<file path="src/rtl/vip_axi4s_types_pkg.sv">
// Shared AXI4-Stream types: per-field width configuration and the derived
// width of one stored beat (payload fields plus tlast).
package vip_axi4s_types_pkg;

  typedef struct packed {
    int unsigned tdata_w;
    int unsigned tstrb_w;
    int unsigned tkeep_w;
    int unsigned tid_w;
    int unsigned tdest_w;
    int unsigned tuser_w;
  } vip_axi4s_cfg_t;

  localparam vip_axi4s_cfg_t VIP_AXI4S_FIFO_DEFAULT_CFG_C = '{
    tdata_w: 32,
    tstrb_w: 4,
    tkeep_w: 4,
    tid_w:   1,
    tdest_w: 1,
    tuser_w: 1
  };

  // Stored word layout is {tlast, tuser, tdest, tid, tkeep, tstrb, tdata}.
  function automatic int unsigned vip_axi4s_payload_w(input vip_axi4s_cfg_t cfg);
    return cfg.tdata_w + cfg.tstrb_w + cfg.tkeep_w + cfg.tid_w +
           cfg.tdest_w + cfg.tuser_w + 1;
  endfunction

endpackage

</file>
<file path="src/rtl/vip_axi4s_if.sv">
// AXI4-Stream bundle. A beat transfers on a rising edge where tvalid and
// tready are both high; the source holds payload stable while tvalid && !tready.
interface vip_axi4s_if
  import vip_axi4s_types_pkg::*;
#(
  parameter vip_axi4s_cfg_t CFG_P = VIP_AXI4S_FIFO_DEFAULT_CFG_C
) ();

  logic                       tvalid;
  logic                       tready;
  logic [CFG_P.tdata_w-1:0]   tdata;
  logic [CFG_P.tstrb_w-1:0]   tstrb;
  logic [CFG_P.tkeep_w-1:0]   tkeep;
  logic                       tlast;
  logic [CFG_P.tid_w-1:0]     tid;
  logic [CFG_P.tdest_w-1:0]   tdest;
  logic [CFG_P.tuser_w-1:0]   tuser;

  modport master (
    output tvalid, tdata, tstrb, tkeep, tlast, tid, tdest, tuser,
    input  tready
  );

  modport slave (
    input  tvalid, tdata, tstrb, tkeep, tlast, tid, tdest, tuser,
    output tready
  );

endinterface

</file>
<file path="src/rtl/vip_axi4s_fifo_mem.sv">
// Simple dual-port storage: one synchronous write port, asynchronous read.
// Contents are deliberately not reset; validity is tracked by the controller.
module vip_axi4s_fifo_mem #(
  parameter int unsigned W_P     = 44,
  parameter int unsigned DEPTH_P = 16,
  parameter int unsigned AW_P    = 4
) (
  input  logic            clk,
  input  logic            we,
  input  logic [AW_P-1:0] waddr,
  input  logic [W_P-1:0]  wdata,
  input  logic [AW_P-1:0] raddr,
  output logic [W_P-1:0]  rdata
);

  logic [W_P-1:0] mem [DEPTH_P];

  always_ff @(posedge clk) begin
    if (we) mem[waddr] <= wdata;
  end

  assign rdata = mem[raddr];

endmodule

</file>
<file path="src/rtl/vip_axi4s_fifo.sv">
// First-word fall-through AXI4-Stream FIFO with registered s_tready.
// Define VIP_AXI4S_FIFO_PACKET_MODE_EN for store-and-forward with pkt_count.
module vip_axi4s_fifo
  import vip_axi4s_types_pkg::*;
#(
  parameter vip_axi4s_cfg_t CFG_P   = VIP_AXI4S_FIFO_DEFAULT_CFG_C,
  parameter int unsigned    DEPTH_P = 16,
  localparam int unsigned   AW_C    = $clog2(DEPTH_P)
) (
  input  logic          clk,
  input  logic          rst_n,
  vip_axi4s_if.slave    s_axis,
  vip_axi4s_if.master   m_axis,
  output logic [AW_C:0] fill_level
`ifdef VIP_AXI4S_FIFO_PACKET_MODE_EN
  ,
  output logic [AW_C:0] pkt_count
`endif
);

  localparam int unsigned PW_C = vip_axi4s_payload_w(CFG_P);
  localparam logic [AW_C:0] FULL_C = {1'b1, {AW_C{1'b0}}};

  logic [AW_C-1:0] wr_ptr_q;
  logic [AW_C-1:0] rd_ptr_q;
  logic [AW_C:0]   fill_q;
  logic [AW_C:0]   fill_next;
  logic            s_tready_q;
  logic            wr_en;
  logic            rd_en;
  logic            m_tvalid_w;
  logic [PW_C-1:0] wr_word;
  logic [PW_C-1:0] rd_word;

  assign wr_en = s_axis.tvalid && s_tready_q;
  assign rd_en = m_tvalid_w && m_axis.tready;

  assign wr_word = {s_axis.tlast, s_axis.tuser, s_axis.tdest, s_axis.tid,
                    s_axis.tkeep, s_axis.tstrb, s_axis.tdata};
  assign {m_axis.tlast, m_axis.tuser, m_axis.tdest, m_axis.tid,
          m_axis.tkeep, m_axis.tstrb, m_axis.tdata} = rd_word;

  vip_axi4s_fifo_mem #(
    .W_P     (PW_C),
    .DEPTH_P (DEPTH_P),
    .AW_P    (AW_C)
  ) u_mem (
    .clk   (clk),
    .we    (wr_en),
    .waddr (wr_ptr_q),
    .wdata (wr_word),
    .raddr (rd_ptr_q),
    .rdata (rd_word)
  );

  always_comb begin
    fill_next = fill_q;
    if (wr_en && !rd_en)      fill_next = fill_q + 1'b1;
    else if (rd_en && !wr_en) fill_next = fill_q - 1'b1;
  end

  // s_tready looks at next-cycle occupancy so a read never frees a slot
  // for a write in the same cycle.
  always_ff @(posedge clk) begin
    if (!rst_n) begin
      wr_ptr_q   <= '0;
      rd_ptr_q   <= '0;
      fill_q     <= '0;
      s_tready_q <= 1'b0;
    end else begin
      if (wr_en) wr_ptr_q <= wr_ptr_q + 1'b1;
      if (rd_en) rd_ptr_q <= rd_ptr_q + 1'b1;
      fill_q     <= fill_next;
      s_tready_q <= (fill_next != FULL_C);
    end
  end

`ifdef VIP_AXI4S_FIFO_PACKET_MODE_EN
  logic [AW_C:0] pkt_q;
  logic          release_q;
  logic          wr_last;
  logic          rd_last;

  assign wr_last = wr_en && s_axis.tlast;
  assign rd_last = rd_en && m_axis.tlast;

  // release_q keeps an oversized packet flowing once the FIFO filled up,
  // until that packet's tlast leaves.
  always_ff @(posedge clk) begin
    if (!rst_n) begin
      pkt_q     <= '0;
      release_q <= 1'b0;
    end else begin
      if (wr_last && !rd_last)      pkt_q <= pkt_q + 1'b1;
      else if (rd_last && !wr_last) pkt_q <= pkt_q - 1'b1;
      if (rd_last)                  release_q <= 1'b0;
      else if (fill_q == FULL_C)    release_q <= 1'b1;
    end
  end

  assign m_tvalid_w = (fill_q != '0) &&
                      ((pkt_q != '0) || (fill_q == FULL_C) || release_q);
  assign pkt_count  = pkt_q;
`else
  assign m_tvalid_w = (fill_q != '0);
`endif

  assign m_axis.tvalid = m_tvalid_w;
  assign s_axis.tready = s_tready_q;
  assign fill_level    = fill_q;

endmodule

</file>
<file path="src/flat_wrapper.sv">
// flat-port wrapper written by rule: the top's interface ports become plain ports
module vip_axi4s_fifo_flat import vip_axi4s_types_pkg::*;
#(
  parameter vip_axi4s_cfg_t CFG_P   = VIP_AXI4S_FIFO_DEFAULT_CFG_C,
  parameter int unsigned    DEPTH_P = 16,
  localparam int unsigned   AW_C    = $clog2(DEPTH_P)
)
  (clk, rst_n, fill_level, s_axis_tvalid, s_axis_tdata, s_axis_tstrb, s_axis_tkeep, s_axis_tlast, s_axis_tid, s_axis_tdest, s_axis_tuser, s_axis_tready, m_axis_tvalid, m_axis_tdata, m_axis_tstrb, m_axis_tkeep, m_axis_tlast, m_axis_tid, m_axis_tdest, m_axis_tuser, m_axis_tready);
  vip_axi4s_if #(.CFG_P(CFG_P)) s_axis_i ();
  vip_axi4s_if #(.CFG_P(CFG_P)) m_axis_i ();
  input  logic clk;
  input  logic rst_n;
  output logic [AW_C:0] fill_level;
  input wire logic [$bits(s_axis_i.tvalid)-1:0] s_axis_tvalid;
  input wire logic [$bits(s_axis_i.tdata)-1:0] s_axis_tdata;
  input wire logic [$bits(s_axis_i.tstrb)-1:0] s_axis_tstrb;
  input wire logic [$bits(s_axis_i.tkeep)-1:0] s_axis_tkeep;
  input wire logic [$bits(s_axis_i.tlast)-1:0] s_axis_tlast;
  input wire logic [$bits(s_axis_i.tid)-1:0] s_axis_tid;
  input wire logic [$bits(s_axis_i.tdest)-1:0] s_axis_tdest;
  input wire logic [$bits(s_axis_i.tuser)-1:0] s_axis_tuser;
  output wire logic [$bits(s_axis_i.tready)-1:0] s_axis_tready;
  output wire logic [$bits(m_axis_i.tvalid)-1:0] m_axis_tvalid;
  output wire logic [$bits(m_axis_i.tdata)-1:0] m_axis_tdata;
  output wire logic [$bits(m_axis_i.tstrb)-1:0] m_axis_tstrb;
  output wire logic [$bits(m_axis_i.tkeep)-1:0] m_axis_tkeep;
  output wire logic [$bits(m_axis_i.tlast)-1:0] m_axis_tlast;
  output wire logic [$bits(m_axis_i.tid)-1:0] m_axis_tid;
  output wire logic [$bits(m_axis_i.tdest)-1:0] m_axis_tdest;
  output wire logic [$bits(m_axis_i.tuser)-1:0] m_axis_tuser;
  input wire logic [$bits(m_axis_i.tready)-1:0] m_axis_tready;
  assign s_axis_i.tvalid = s_axis_tvalid;
  assign s_axis_i.tdata = s_axis_tdata;
  assign s_axis_i.tstrb = s_axis_tstrb;
  assign s_axis_i.tkeep = s_axis_tkeep;
  assign s_axis_i.tlast = s_axis_tlast;
  assign s_axis_i.tid = s_axis_tid;
  assign s_axis_i.tdest = s_axis_tdest;
  assign s_axis_i.tuser = s_axis_tuser;
  assign s_axis_tready = s_axis_i.tready;
  assign m_axis_tvalid = m_axis_i.tvalid;
  assign m_axis_tdata = m_axis_i.tdata;
  assign m_axis_tstrb = m_axis_i.tstrb;
  assign m_axis_tkeep = m_axis_i.tkeep;
  assign m_axis_tlast = m_axis_i.tlast;
  assign m_axis_tid = m_axis_i.tid;
  assign m_axis_tdest = m_axis_i.tdest;
  assign m_axis_tuser = m_axis_i.tuser;
  assign m_axis_i.tready = m_axis_tready;
  vip_axi4s_fifo #(.CFG_P(CFG_P), .DEPTH_P(DEPTH_P)) u_core (.clk(clk), .rst_n(rst_n), .s_axis(s_axis_i), .m_axis(m_axis_i), .fill_level(fill_level));
endmodule
</file>
<file path="config.mk">
export PLATFORM = sky130hd
export DESIGN_NAME = vip_axi4s_fifo_flat
export DESIGN_NICKNAME = d
export VERILOG_FILES = /design/src/rtl/vip_axi4s_types_pkg.sv /design/src/rtl/vip_axi4s_if.sv /design/src/rtl/vip_axi4s_fifo_mem.sv /design/src/rtl/vip_axi4s_fifo.sv /design/src/flat_wrapper.sv
export SDC_FILE = /design/constraint.sdc
export NUM_CORES = 1
export LEC_CHECK = 0
export CELL_PAD_IN_SITES_DETAIL_PLACEMENT = 0
export CELL_PAD_IN_SITES_GLOBAL_PLACEMENT = 1
export CORE_MARGIN = 2
export CORE_UTILIZATION = 61
export CTS_CLUSTER_DIAMETER = 80
export CTS_CLUSTER_SIZE = 24
export DETAILED_ROUTE_END_ITERATION = 10
export DONT_BUFFER_PORTS = 1
export HOLD_SLACK_MARGIN = 0.08
export PLACE_DENSITY_LB_ADDON = 0.25
export SLEW_MARGIN = 15
export SYNTH_ARGS = -nofsm -noshare
export SYNTH_HDL_FRONTEND = slang
export SYNTH_HIERARCHICAL = 1
export SYNTH_SLANG_ARGS = --single-unit
</file>
<file path="constraint.sdc">
create_clock -name clk -period 9.2 [get_ports clk]
set_input_delay 1.38 -clock clk [delete_from_list [all_inputs] [get_ports clk]]
set_output_delay 1.38 -clock clk [all_outputs]
set_load 0.01 [all_outputs]
</file>
* After elaboration in Yosys (flattened, before gate mapping)
Memory sizes are Yosys's and may differ from the RTL's. A register that Yosys moved wholly into a read port is not among the register bits.
Index checks and enable logic that the tools add are counted.
** Storage, ports and cells
- Memory bits (writable) :: 704
- Memories :: 1
- Bits of input ports :: 48
- Register bits :: 14
- Word-level logic and storage cells :: 23
** Memories
- u_core.u_mem.mem :: words 16, bits a word 44, read ports 1, clocked after memory_dff 1, wr ports 1, line vip_axi4s_fifo_mem.sv:16 : logic [W_P-1:0] mem [DEPTH_P];
** Cells by class
- Equality and inequality tests :: 1
- Muxes and demuxes :: 6
- $add $sub $neg :: 4
- Reductions and logical operators :: 7
** Operators with widths (count)
- 5-bit 2-to-1 mux :: 2
- 4-bit by 1-bit adder with 4-bit output, second input constant :: 2
- 4-bit 2-to-1 mux :: 2
- 5-bit by 1-bit adder with 5-bit output, second input constant :: 1
- 5-bit != test, second input constant :: 1
- 5-bit nonzero test :: 1
- 5-bit by 1-bit subtractor with 5-bit output, second input constant :: 1
- 1-bit logical AND :: 4
- 1-bit zero test :: 2
- 1-bit 2-to-1 mux :: 2

* Depth between registers and ports, before layout
- Depth after elaboration :: 6
- Gate-level depth with buffers :: 8

* By module
Netlist, hierarchy kept.
** Modules (own cells, without submodules)
- vip_axi4s_fifo_mem :: cells an instance 1098, seq. area each 21140.3 um^2, area an instance 26387.8 um^2, instances 1
- vip_axi4s_fifo :: cells an instance 83, seq. area each 280.3 um^2, area an instance 757.0 um^2, instances 1

* Worst setup path before layout
OpenSTA, ideal clock, no wires.
- Path kind :: input port to flip-flop
- Start :: in s_axis_tvalid
- End :: mem u_core.u_mem.mem[0][0], enable pin
- Library setup time :: 0.500 ns
- Required time :: 8.700 ns
- Buffers on the path :: 0
- Arrival time :: 5.173 ns
- Stages on the path :: 4
- Setup slack :: 3.527 ns
- Cells stage by stage :: nand2_1 -> clkinv_1 -> or3b_2 -> nor3_1
** On the way
- Word-level cells in the longest chain between the ends :: 3
** RTL lines
- from (decl) :: line flat_wrapper.sv:14 : input wire logic [$bits(s_axis_i.tvalid)-1:0] s_axis_tvalid;
- 1-bit logical AND :: line vip_axi4s_fifo.sv:35 : assign wr_en = s_axis.tvalid && s_tready_q;
- via u_core.wr_en :: line vip_axi4s_fifo.sv:29 : logic wr_en;
- 1-bit 2-to-1 mux :: line vip_axi4s_fifo_mem.sv:19 : if (we) mem[waddr] <= wdata;
- 1-bit 2-to-1 mux (not written as such) :: line vip_axi4s_fifo_mem.sv:19
- to (decl) :: line vip_axi4s_fifo_mem.sv:16
The timed path passes the listed nets, and every way through them passes these cells.

==> results.toml <==
[floorplanning]
io_pins = 99
floorplan.core_area_sq_um = 44000
placement_rows = 77
initial_core_util = 0.617
die_area_sq_um = 46200
die_height_microns = 215
die_w_microns = 215

[synthesis]
ys_warn_count = 6
ys_seq_area_frac = 0.789
synth_top_cell_area_share = 0.779
synth.lib_cells_used.distinct = 44
synth_seq_cells = 718
syn_inst = 1181
synth_area_leaders = "sky130_fd_sc_hd__edfxtp_1, sky130_fd_sc_hd__mux4_2, sky130_fd_sc_hd__a22oi_1, sky130_fd_sc_hd__dfxtp_1, sky130_fd_sc_hd__nand2_1"
syn-cell-area_sq_um = 27100
yosys.area.top_type = "sky130_fd_sc_hd__edfxtp_1"
syn-num-nets = 1233
syn_area_per_cell_sq_um = 23.0

[timing]
max_freq_mhz = 216
post_route_clock_period_utilization = 0.503
timing_hold_violations_final = 0
tightestPinTransition_ps = 996
fin_worst_hold_slack_ps = 622
slew_viol_final = 0
clock_skew_ps = 15.2
setup_viol = 0
setup_repair_after_global_routing_missed_its_margin = "false"
period_needed_ps = 4630
timing.setup.tns_ps = 0
setup_slack_ps = 4570
max-slew-margin-rel = 0.336

[clock_network]
clkLatencyLatePin_ps = 580
cts_root_buffer = "sky130_fd_sc_hd__clkbuf_16"
post_cts.resized_instances = 0
cts_tree = "done"
clock_sinks = 718
cts_hold_buf = 0
cts.reportedPaths.clkPinSlew_ps = 90
numCtsBuffers = 36
ctsLongestPathBuffers = 3
postCtsSetupBuffers = 0
h_tree_depth_reported_by_cts = 2

[detailed_routing]
post_drt_wl_per_cell_microns = 30.3
remaining_drc_errors = 0
detail-route-antenna-nets = 0
drt_initial_violations = 1247
drtPass1Iterations = 5
vias = 12000
wl_microns = 54100
viasPerCell = 6.74

[pwr]
netSwitchingFraction = 0.239
fraction_of_power_consumed_by_sequential_logic = 0.566
internal_power_mw = 4.98
pwr_cell_area_nw_per_um2 = 227
clock_power_share = 0.257
power.ir.vdd_worst_mv = 0.254
switching_power_mw = 1.56
relative_contribution_of_combinational_cells_to_total_power = 0.177
leakage_dissipation_nw = 8.55

[setup_path]
crit_path_end_kind = "output pin"
critical_path_class = "flip-flop to output pin"
crit_required_ps = 7820
critical_path.cell_chain = "buf_12, mux4_2, a22oi_1, nand2_1"
critical_path_fanout_max = 115
cpPeakStageDelay_ps = 780
critPathSlowestCell = "sky130_fd_sc_hd__buf_12"
worst_ep_arrival_time_ps = 3250
cp-start-kind = "flip-flop"
regToRegSetupSlack_ps = 6180

[status]
outcome = "finished, final reports clean"

[placement]
place_congestion = 0.741
port_buffers = 0
place.detailed.hpwl_microns = 25600
pre_cts_slack_ps = 5080
post_dp_cell_area_sq_um = 27900

[grt]
grt_antenna_before_repair = 0
grt_util_overall = 0.238
grt_pass1_wl_microns = 79900
grt_start_max_net_pins = 116
first_global_vias = 12300
overflow = 0

[worst_hold_path]
min_path_type = "flip-flop to flip-flop"

[finish]
layout-drive-gt1-share = 0.225
area_growth_synth_to_finish_pct = 6.36
num-nets-final = 1234
postLayoutCellArea_sq_um = 28900
insertedDiodeCount = 0

[run]
maxCapViolations = 0
[power groups by stage]
stage               clock network, mW  registers [mW]  logic (mW)
floorplan                           0            3.71        1.09
global placement                    0            3.78        1.18
detailed placement                  0            3.78        1.18
CTS                              1.72            3.71        1.19
global route                     1.83            3.72        1.26
finish                           1.68            3.70        1.16
[sequential cells by signal (all words and copies together) (netlist names)]
signal,count
u_core/fill_level,5
u_core/rd_ptr_q,4
u_core/s_axis.tready,1
u_core/u_mem/mem,704
u_core/wr_ptr_q,4
[layer usage]
layer  wire length, microns  vias up  track usage
met5                      0        -            0
met4                   1010        0       0.0544
met3                   4000       67       0.0487
met2                  27000      402        0.396
met1                  22000     6572        0.332
li1                       -     4970            -
[kinds of logic (layout without fill, tap and decap cells)]
family / Yosys count / count (layout) / share of synthesized area
adder cells (fa/ha/maj): 4 / 4 / 0.00184
AND/OR/NAND/NOR: 103 / 103 / 0.0179
AO/OA/AOI/OAI: 104 / 104 / 0.0288
XOR/XNOR: 7 / 7 / 0.00226
multiplexers: 178 / 178 / 0.147
buffers and inverters: 67 / 76 / 0.0134
flip-flops: 718 / 718 / 0.789
[cells in the final DEF (no fill, tap or decap), types with 3 or more instances in the layout]
cell,n
sky130_fd_sc_hd__clkbuf_1,4
sky130_fd_sc_hd__nand3_1,5
sky130_fd_sc_hd__a21boi_0,3
sky130_fd_sc_hd__nor2_4,13
sky130_fd_sc_hd__and2_1,7
sky130_fd_sc_hd__a22oi_1,89
sky130_fd_sc_hd__ha_1,4
sky130_fd_sc_hd__dfxtp_1,12
sky130_fd_sc_hd__clkbuf_16,37
sky130_fd_sc_hd__edfxtp_1,704
sky130_fd_sc_hd__nand2_1,53
sky130_fd_sc_hd__xnor2_1,6
sky130_fd_sc_hd__buf_4,22
sky130_fd_sc_hd__nor3_2,4
sky130_fd_sc_hd__mux4_2,176
sky130_fd_sc_hd__inv_1,4
sky130_fd_sc_hd__nand2b_1,3
[area by class of cell]
type / count / area, sq um
flip-flops and latches: 718 / 21400
fillers: 2829 / 15200
multi-input cells: 396 / 5500
clock buffers: 41 / 941
well taps: 592 / 741
repair buffers: 24 / 205
clock inverters: 5 / 37.5
inverters: 6 / 22.5
[worst paths after layout]
path	start	cells after the start	endpoint
setup / recovery	u_core/rd_ptr_q[0]	4	m_axis_tstrb[1]
hold / removal	u_core/rd_ptr_q[3]	2	u_core/rd_ptr_q[3]
setup reg to reg	u_core/s_axis.tready	5	u_core/u_mem/mem[3][9]
hold reg to reg	u_core/rd_ptr_q[3]	2	u_core/rd_ptr_q[3]
[synthesized netlist by cell type, drive strengths merged]
cell type  count
o211ai         2
ha             4
nor2b          3
a41oi          1
mux2i          2
nor2          14
xor2           1
clkbuf        28
nand2b         3
o41ai          1
a32oi          1
nor4b          1
dfxtp         14
a21boi         3
nand4          2
mux4         176
nor3b          1
and3           3
and2           9
buf           33
o21ai          2
o31a           1
o2bb2ai        1
nor3           4
xnor2          6
clkinv         1
a21oi          1
or3            1
and3b          1
a211o          1
a22oi         89
nand3b         2
edfxtp       704
nand2         53
inv            5
or3b           1
nand3          5
a211oi         1
[metrics by stage]
stage,utilization,power [mW],std cells
floorplan,-,4.80,1181
global placement,0.633,4.96,1736
detailed placement,0.633,4.97,1736
CTS,0.656,6.62,1782
global route,0.656,6.80,1782
finish,0.656,6.55,1782
[worst max-delay path: cells and delay by family, from the launching register on]
family / cells / cell delay [ps]
buffers and inverters: 1 / 780
AOI/OAI and AO/OA: 1 / 270
muxes: 1 / 620
DFF: 1 / 750
and+or+nand+nor: 1 / 150
Power figures use the tool's default switching activity.
